## src/rtl/stack_pkg.sv

```systemverilog
// stack_pkg: shared command/state encodings and default sizes for the operand stack
package stack_pkg;
  localparam int DATA_W_DEF = 16;
  localparam int DEPTH_DEF = 16;
  localparam int PTR_W_DEF = 4;
  typedef enum logic [1:0] {
    OP_PUSH    = 2'b00,
    OP_POP     = 2'b01,
    OP_REPLACE = 2'b10,
    OP_CLEAR   = 2'b11
  } op_e;
  typedef enum logic [1:0] {
    ST_IDLE = 2'b00,
    ST_CLR  = 2'b01
  } state_e;
endpackage

```

## src/rtl/stack_regfile.sv

```systemverilog
// stack_regfile: DEPTH x DATA_W storage, one write port, combinational tos/nos reads
module stack_regfile #(
  parameter int DATA_W = 16,
  parameter int DEPTH  = 16,
  parameter int PTR_W  = 4
) (
  input  logic              clock,
  input  logic              we_i,
  input  logic [PTR_W-1:0]  waddr_i,
  input  logic [DATA_W-1:0] wdata_i,
  input  logic [PTR_W-1:0]  tos_addr_i,
  input  logic [PTR_W-1:0]  nos_addr_i,
  output logic [DATA_W-1:0] tos_o,
  output logic [DATA_W-1:0] nos_o
);
  logic [DATA_W-1:0] mem_q [DEPTH];
  // storage is never reset; readers gate stale contents by occupancy
  always_ff @(posedge clock) begin
    if (we_i) mem_q[waddr_i] <= wdata_i;
  end
  assign tos_o = mem_q[tos_addr_i];
  assign nos_o = mem_q[nos_addr_i];
endmodule

```

## src/rtl/stack_unit.sv

```systemverilog
// stack_unit: LIFO operand stack with command handshake and DEPTH-cycle clear sweep
// Build option: define STACK_ERR_STICKY_EN to hold overflow/underflow until reset or clear completion.
module stack_unit
  import stack_pkg::*;
#(
  parameter int DATA_W = DATA_W_DEF,
  parameter int DEPTH  = DEPTH_DEF,
  parameter int PTR_W  = PTR_W_DEF
) (
  input  logic              clock,
  input  logic              reset,
  input  logic              cmd_valid_i,
  input  logic [1:0]        cmd_op_i,
  input  logic [DATA_W-1:0] cmd_data_i,
  output logic              cmd_ready_o,
  output logic              rsp_valid_o,
  output logic [DATA_W-1:0] rsp_data_o,
  output logic [DATA_W-1:0] tos_o,
  output logic [DATA_W-1:0] nos_o,
  output logic [PTR_W:0]    count_o,
  output logic              empty_o,
  output logic              full_o,
  output logic              overflow_o,
  output logic              underflow_o
);
  state_e state_q, state_d;
  logic [PTR_W:0] sp_q, sp_d;
  logic [PTR_W-1:0] idx_q, idx_d;
  logic rsp_valid_q, rsp_valid_d;
  logic [DATA_W-1:0] rsp_data_q, rsp_data_d;
  logic ovf_q, ovf_d, udf_q, udf_d;
  logic ovf_ev, udf_ev, clr_done, we;
  logic [PTR_W-1:0] waddr, tos_addr, nos_addr;
  logic [DATA_W-1:0] wdata, rf_tos, rf_nos;

  assign tos_addr = sp_q[PTR_W-1:0] - PTR_W'(1);
  assign nos_addr = sp_q[PTR_W-1:0] - PTR_W'(2);
  assign count_o = (state_q == ST_CLR) ? '0 : sp_q;
  assign empty_o = count_o == '0;
  assign full_o = count_o == (PTR_W+1)'(DEPTH);
  assign tos_o = empty_o ? '0 : rf_tos;
  assign nos_o = (count_o > (PTR_W+1)'(1)) ? rf_nos : '0;
  assign cmd_ready_o = state_q == ST_IDLE;
  assign rsp_valid_o = rsp_valid_q;
  assign rsp_data_o = rsp_data_q;
  assign overflow_o = ovf_q;
  assign underflow_o = udf_q;

  stack_regfile #(.DATA_W(DATA_W), .DEPTH(DEPTH), .PTR_W(PTR_W)) u_rf (
    .clock      (clock),
    .we_i       (we),
    .waddr_i    (waddr),
    .wdata_i    (wdata),
    .tos_addr_i (tos_addr),
    .nos_addr_i (nos_addr),
    .tos_o      (rf_tos),
    .nos_o      (rf_nos)
  );

  // command decode, clear sweep sequencing and error flag next-state
  always_comb begin
    state_d = state_q;
    sp_d = sp_q;
    idx_d = idx_q;
    rsp_valid_d = 1'b0;
    rsp_data_d = rsp_data_q;
    ovf_ev = 1'b0;
    udf_ev = 1'b0;
    clr_done = 1'b0;
    we = 1'b0;
    waddr = sp_q[PTR_W-1:0];
    wdata = cmd_data_i;
    case (state_q)
      ST_IDLE: if (cmd_valid_i) begin
        case (cmd_op_i)
          OP_PUSH: begin
            ovf_ev = full_o;
            we = !full_o;
            sp_d = full_o ? sp_q : sp_q + (PTR_W+1)'(1);
          end
          OP_POP: begin
            rsp_valid_d = 1'b1;
            rsp_data_d = tos_o;
            udf_ev = empty_o;
            sp_d = empty_o ? sp_q : sp_q - (PTR_W+1)'(1);
          end
          OP_REPLACE: begin
            rsp_valid_d = 1'b1;
            rsp_data_d = tos_o;
            udf_ev = empty_o;
            we = !empty_o;
            waddr = tos_addr;
          end
          default: begin
            state_d = ST_CLR;
            idx_d = '0;
          end
        endcase
      end
      ST_CLR: begin
        we = 1'b1;
        waddr = idx_q;
        wdata = '0;
        idx_d = idx_q + PTR_W'(1);
        clr_done = idx_q == PTR_W'(DEPTH - 1);
        state_d = clr_done ? ST_IDLE : ST_CLR;
        sp_d = clr_done ? '0 : sp_q;
      end
      default: state_d = ST_IDLE;
    endcase
`ifdef STACK_ERR_STICKY_EN
    ovf_d = ovf_ev | (ovf_q & ~clr_done);
    udf_d = udf_ev | (udf_q & ~clr_done);
`else
    ovf_d = ovf_ev;
    udf_d = udf_ev;
`endif
  end

  // state registers with synchronous reset taking priority
  always_ff @(posedge clock) begin
    if (reset) begin
      state_q <= ST_IDLE;
      sp_q <= '0;
      idx_q <= '0;
      rsp_valid_q <= 1'b0;
      rsp_data_q <= '0;
      ovf_q <= 1'b0;
      udf_q <= 1'b0;
    end else begin
      state_q <= state_d;
      sp_q <= sp_d;
      idx_q <= idx_d;
      rsp_valid_q <= rsp_valid_d;
      rsp_data_q <= rsp_data_d;
      ovf_q <= ovf_d;
      udf_q <= udf_d;
    end
  end
endmodule

```

## config.mk

```make
export PLATFORM = sky130hd
export DESIGN_NAME = stack_unit
export DESIGN_NICKNAME = d
export VERILOG_FILES = /design/src/rtl/stack_pkg.sv /design/src/rtl/stack_regfile.sv /design/src/rtl/stack_unit.sv
export SDC_FILE = /design/constraint.sdc
export NUM_CORES = 1
export LEC_CHECK = 0
export ABC_CLOCK_PERIOD_IN_PS = 4000
export CORE_MARGIN = 3
export CORE_UTILIZATION = 60
export DETAILED_ROUTE_END_ITERATION = 8
export PLACE_DENSITY = 0.92
export SLEW_MARGIN = 20
export SYNTH_ARGS = -nofsm -noshare
export SYNTH_HDL_FRONTEND = slang
export SYNTH_HIERARCHICAL = 1
export SYNTH_SLANG_ARGS = --single-unit
```

## constraint.sdc

```tcl
create_clock -name clock -period 4 [get_ports clock]
set_input_delay 0.8 -clock clock [delete_from_list [all_inputs] [get_ports clock]]
set_output_delay 0.8 -clock clock [all_outputs]
set_load 0.01 [all_outputs]
```

==> results of run 1 <==
## sequential cells by signal, summed over array words and instances (netlist names)
name,cells
idx_q,4
rsp_valid_o,1
overflow_o,1
state_q,1
u_rf/mem_q,256
rsp_data_o,16
sp_q,5
underflow_o,1
## layer usage
layer | track usage, % | up-vias | share of wire (%)
met4 | 19.0 | 4 | 7.4
met1 | 45.6 | 4578 | 30
met2 | 56.7 | 1202 | 46
met5 | 0 | - | 0.047
met3 | 12.0 | 312 | 17
li1 | - | 3452 | -
## worst max path at each step
stage | start | end | slack [ps] | depth (start not counted)
2_1_floorplan | cmd_op_i[0] | u_rf/mem_q[0][0] | 530 | 7
3_3_place_gp | sp_q[1] | tos_o[11] | 440 | 9
3_5_place_dp | sp_q[2] | tos_o[11] | 340 | 11
4_1_cts | sp_q[0] | nos_o[6] | 10 | 6
5_1_grt | sp_q[0] | tos_o[6] | -100 | 10
6_report | sp_q[0] | tos_o[2] | -70 | 9
## logic make-up after synthesis
kind of cell               after synthesis  synth area share (%)
buffers and inverters                   70                  3.09
AOI/OAI and AO/OA                      105                  5.87
muxes                                  129                  22.1
DFF                                    285                  61.0
xor gates and xnor gates                11                 0.711
adders and majority gates               12                  1.16
and+or+nand+nor                        158                  6.07
## placed cells by master (no fill, tap or decap), types with 3 or more instances in the layout
master | netlist | final
nor2_2 | 2 | 14
clkinv_2 | 0 | 6
buf_4 | 8 | 57
bufinv_16 | 0 | 6
o21ai_0 | 3 | 3
a31oi_1 | 7 | 7
clkinv_1 | 0 | 6
a22oi_2 | 0 | 11
nand3_1 | 7 | 7
buf_12 | 0 | 6
inv_1 | 13 | 9
mux4_2 | 102 | 103
clkbuf_16 | 0 | 30
clkbuf_1 | 19 | 3
xor2_1 | 6 | 4
mux4_1 | 24 | 23
nor3_2 | 0 | 4
nor3_1 | 7 | 3
a21oi_1 | 8 | 8
and2_1 | 18 | 17
nand2b_1 | 4 | 4
a22oi_1 | 64 | 53
nand2_1 | 39 | 38
nor2b_1 | 22 | 14
ha_1 | 11 | 9
dfxtp_1 | 29 | 26
xnor2_1 | 5 | 5
nor2b_2 | 0 | 5
clkdlybuf4s50_1 | 0 | 78
nand3b_1 | 3 | 3
edfxtp_1 | 256 | 256
a22o_1 | 16 | 16
and3_1 | 17 | 17
nor2_1 | 31 | 19
nor2b_4 | 0 | 3
## worst reg2reg max path: stages (launching register included)
cell      delay [ps]
dfxtp_2          380
inv_4             70
ha_1             250
a21boi_4         200
buf_4            140
buf_4            100
nand3_1          130
xor2_1           180
o21ai_0          430
nand3b_1         350
nor2_2           250
buf_4            420
## power by group through the flow
stage	Sequential (mW)	Combinational [mW]	Clock (mW)
finish	3.34	1.32	2.91
floorplan	3.39	0.670	0
CTS	3.34	1.21	2.88
detailed placement	3.40	1.12	0
global placement	3.39	1.08	0
global route	3.34	1.35	3.02
## timing repair
action | in CTS | in global routing
resized for setup | 24 | 25
gates cloned | 2 | 1
endpoints found under the setup margin | 32 | 22
pin swaps | 2 | 8
buffers inserted | 3 | 1
## layout make-up
| type | count | area, um2 |
|---|---|---|
| clock inverter | 22 | 273 |
| multi-input combinational | 415 | 5050 |
| sequential | 285 | 8270 |
| clock buffer | 32 | 737 |
| timing repair buffer | 148 | 1480 |
| inverter | 14 | 62.6 |
| tap | 280 | 350 |
| fill | 1092 | 5800 |
==> results.md, run 1 <==
* Area fraction of the dominant cell type after synthesis at 56.8%
* P_int at 5.59 mW
* Worst vdd ir at 0.297 mV
* Avg Inst Size Synth at 17.6 um2
* Final Critical Period at 4070 ps
* Io pins at 80
* Achievable frequency at 0.246 GHz
* Clock Latency Late Sink at 570 ps
* Pwr dens at 466 mW/mm2
* Setup Crit Path Kind: reg2out
* Setup TNS at -275 ps
* Critical Path End Type: primary output
* Ys Warns at 6
* DR vias at between 9,000 and 10,000
* Port Buf Inserts at 79
* Synth Net Count at 803
* Fin cells at 1,196
* Global Route Usage Sum at 36.2%
* Run status: complete, but fails checks
* Largest area contributor in the netlist: edfxtp_1
* CTS H-tree depth at 1
* CP max stage cell: clkdlybuf4s50_1
* Sequential share of power at between 40 and 50%
* Synth Flop Type: edfxtp_1
* Synth-to-layout area growth at 19.8%
* CP cell instances: inv_4 > ha_2 > inv_6 > buf_4 > mux4_1 > a22oi_1 > nand2_1 > and2_1 > clkdlybuf4s50_1
* Initial antenna violation count at 3
* CTS Hold Bufs at 0
* Max-cap viol count at 0
* Total Routed Length at 44.6 mm
* Worst path max stage delay at about 470 ps
* Clock share of power at 38.4%
* Final hold slack at 473 ps
* Drt via density at 7.98
* Data required, critical path at 3200 ps
* Routed Antenna Nets at 0
* Family with the most delay on the worst path: buffers and inverters
* Arr. time, crit path at 3270 ps
* CTS tree: done
* DIE WIDTH at 156 um
* FF-to-FF End: u_rf/mem_q[11][10]
* Leak at 5.69 nW
* Final hold vios at 0
* Hold path endpoint: rsp_data_o[11]
* Combinational share of power at 17.5%
* CTS Buf Count at 29
* Failing checks: negative setup slack
* Final Cell Area at 0.0162 mm2
* Post-Syn Instances at 770
* Slew Viols, Final at 0
* Die area at 0.0244 mm2
* TritonRoute pass-1 iters at 6
* CTS root buf: clkbuf_16
* Period utilization at 102%
* Vias in the first global route at 9,347
* FP Rows at 54
* Switching power at 1.99 mW
* Crit path buffers/inverters at 4
* R2r setup slk at 710 ps
* Synthesized cell area at around 0.014 mm2
* Detailed placer's ending HPWL at between 20 and 25 mm
* Final setup viols at 6
* Clock Tree Buf Depth at 3
* Hold path start: rsp_data_o[11]
* RSZ-0062 raised after global routing: true
* Global-route wire length before repair at 63.8 mm
* Initial drt markers at roughly 1,700
* Least-Margin Pin Slew at 1180 ps
* Share of cells above drive strength 1 at 30.2%
* Area of the core at 0.0220 mm2
* Wire per inst at 37.3 um
* #FFs+latches synth at 285
* Pre-CTS setup slack at 337 ps
* Startpoint types: flop
* Total Power at 7.57 mW
* # nets final at 926
* CTS clk-pin slew, worst paths at 60 ps
* Max Fanout on Critical Path at 7
* Ys async rst share at 0%
* Top cells by area, synth: edfxtp_1 57%, mux4_2 17%, mux4_1 4.7%, dfxtp_1 4.3%, a22oi_1 3.5%
* Clock skew at around 27 ps
* Synth cell count leaders: 256 x edfxtp_1, 102 x mux4_2, 64 x a22oi_1
* Largest net degree at the start of global routing at 40
* Die height at 156 um
* Most common cell in the netlist: edfxtp_1
* GPL Wtd Cong at 0.890
* Hold Path Depth at 1
* Total gr overflow at 0
* Rel. slew slack at 21.1%
* Placed Area at 0.0149 mm2
* Post-route setup slack at -70.0 ps
* Distinct cells, synth at 48
* Dpl cells at 1,135
* Post-synthesis sequential area ratio at between 60% and 70%
* R2R cell count at 11
* Initial core utilization at 61.5%
* Final Util at 73.7%
* Post-synth EDFFs at roughly 260
* DRC at 0
* R2r startpoint: sp_q[1]
* Diodes inserted at 0
* TritonCTS sink count at about 290
* Worst hold-check path type: reg2reg
* Switching Fraction at 26.2%
(Power assumes the default switching activity.)
==> run 2: changes to the inputs <==
Settings changed: TNS_END_PERCENT set to 5.
==> results.md, run 2 (synthesized netlist as in run 1, its figures left out) <==
* Largest register FFs at 256
* Least-Margin Pin Slew at 1160 ps
* CTS tree: done
* Area of the core at between 0.02 and 0.025 mm2
* Critical Path Sink: nos_o[6]
* Total Power at 7.55 mW
* Pwr dens at 466 mW/mm2
* CP Launch Point: sp_q[2]
* CTS root buf: clkbuf_16
* Data required, critical path at roughly 3200 ps
* Detailed placer's ending HPWL at ~24 mm
* Fin cells at ~1,200
* RSZ-0062 raised after global routing: true
* Slew Viols, Final at 0
* # nets final at 929
* Total gr overflow at 0
* DIE WIDTH at about 160 um
* Die height at 156 um
* R2R cell count at 11
* R2r startpoint: sp_q[2]
* Leak at 5.71 nW
* Largest net degree at the start of global routing at 68
* DRC at 0
* Startpoint types: flop
* Drt via density at about 8
* Setup Crit Path Kind: reg2out
* Worst hold-check path type: reg2reg
* Critical Path End Type: primary output
* FF-to-FF End: u_rf/mem_q[11][8]
* Initial drt markers at 1,879
* Clock skew at 17.3 ps
* Max-cap viol count at 0
* CTS H-tree depth at 1
* Achievable frequency at 0.244 GHz
* CTS clk-pin slew, worst paths at about 70 ps
* Die area at 0.0244 mm2
* DR vias at 9,598
* Rel. slew slack at 22.3%
* Failing checks: negative setup slack
* Filler cells at 1,077
* Port Buf Inserts at 79
* Clock Tree Buf Depth at 3
* TritonRoute pass-1 iters at 7
* Synth-to-layout area growth at 19.7%
* Routed Antenna Nets at 0
* TritonCTS sink count at 285
* FP Rows at 54
* Post-route setup slack at -106 ps
* Biggest register: u_rf/mem_q
* Vias in the first global route at 9,332
* Worst vdd ir at 0.253 mV
* Dpl cells at approximately 1,100
* Wire per inst at between 30 and 40 um
* Setup TNS at -341 ps
* CTS Buf Count at 29
* R2r setup slk at 560 ps
* CTS Hold Bufs at 0
* Share of cells above drive strength 1 at between 30% and 40%
* Commonest non-fill, non-tap cell in the layout: edfxtp_1
* Initial antenna violation count at 1
* Final Critical Period at 4110 ps
* Final setup viols at 10
* Final hold vios at 0
* GPL Wtd Cong at a little under 0.9
* Initial core utilization at 61.5%
* Period utilization at 103%
* Io pins at 80
* Arr. time, crit path at 3310 ps
* Run status: complete, but fails checks
* Total Routed Length at 44.9 mm
* Global Route Usage Sum at 35.9%
* Max Fanout on Critical Path at 11
* Global-route wire length before repair at 63.2 mm
* Clock Latency Late Sink at 550 ps
* Most frequent cells in the layout: 256 x edfxtp_1, 105 x mux4_2, 76 x clkdlybuf4s50_1
run 2: cell types whose count changed in the layout (fill, tap and decap cells not counted), sizes merged:
cell / change
diode: +2
buf: +3
dlymetal6s2s: +2
clkdlybuf4s50: -2
run 2: power by group:
| group | internal, mW | leakage [nW] | total (mW) | switching, mW |
|---|---|---|---|---|
| clock network | 1.72 | 0.490 | 2.90 | 1.18 |
| logic | 0.554 | 2.67 | 1.31 | 0.755 |
| registers | 3.31 | 2.55 | 3.34 | 0.0326 |
run 2: cell type report:
cell class	count	area (um2)	area share [%]
tap	280	350	2.16
multi-input combinational	415	5030	31.0
inverter	14	62.6	0.386
clock inverter	22	273	1.68
antenna	2	5.00	0.0309
clock buffer	32	737	4.55
sequential	285	8270	51.0
timing repair buffer	151	1480	9.15
run 2: timing repair:
item / in CTS / in global routing
resized for setup: 25 / 21
endpoints found under the setup margin: 32 / 31
pin swaps: 2 / 5
setup buffers: 1 / 7
cloned: 1 / 1
run 2: worst min path at each step:
stage,start,end,slack (ps),cells past startpoint
6_report,rsp_data_o[11],rsp_data_o[11],470,1
5_1_grt,rsp_data_o[11],rsp_data_o[11],490,1
4_1_cts,rsp_data_o[11],rsp_data_o[11],480,1
3_5_place_dp,rsp_data_o[2],rsp_data_o[2],450,1
3_3_place_gp,rsp_data_o[11],rsp_data_o[11],460,1
2_1_floorplan,idx_q[0],idx_q[0],490,2
run 2: metal layers:
layer	vias up	wire length, um	part of all wire [%]	GRT usage, %
met3	354	7370	16	11.0
met2	1235	20300	45	54.6
met5	-	0	0	0
met4	0	4010	8.9	21.6
met1	4561	13200	30	46.0
li1	3448	-	-	-
run 2: metrics by stage:
stage / worst slack, ps / hold WS, ps / util (%) / instance area, um2
after detailed placement: 337 / 454 / 67.6 / 14900
final: -106 / 471 / 73.6 / 16200
after global placement: 436 / 455 / 67.6 / 14900
after CTS: -41.6 / 478 / 72.7 / 16000
after floorplan: 526 / 489 / - / 13500
after global routing: -87.7 / 491 / 73.6 / 16200
run 2: critical path: stages, from the launching register on:
cell	delay, ps
dfxtp_1	380
inv_2	100
ha_1	340
inv_1	120
nor2_1	310
buf_4	300
a22oi_1	170
nand2_1	260
and3_1	210
clkdlybuf4s50_1	550
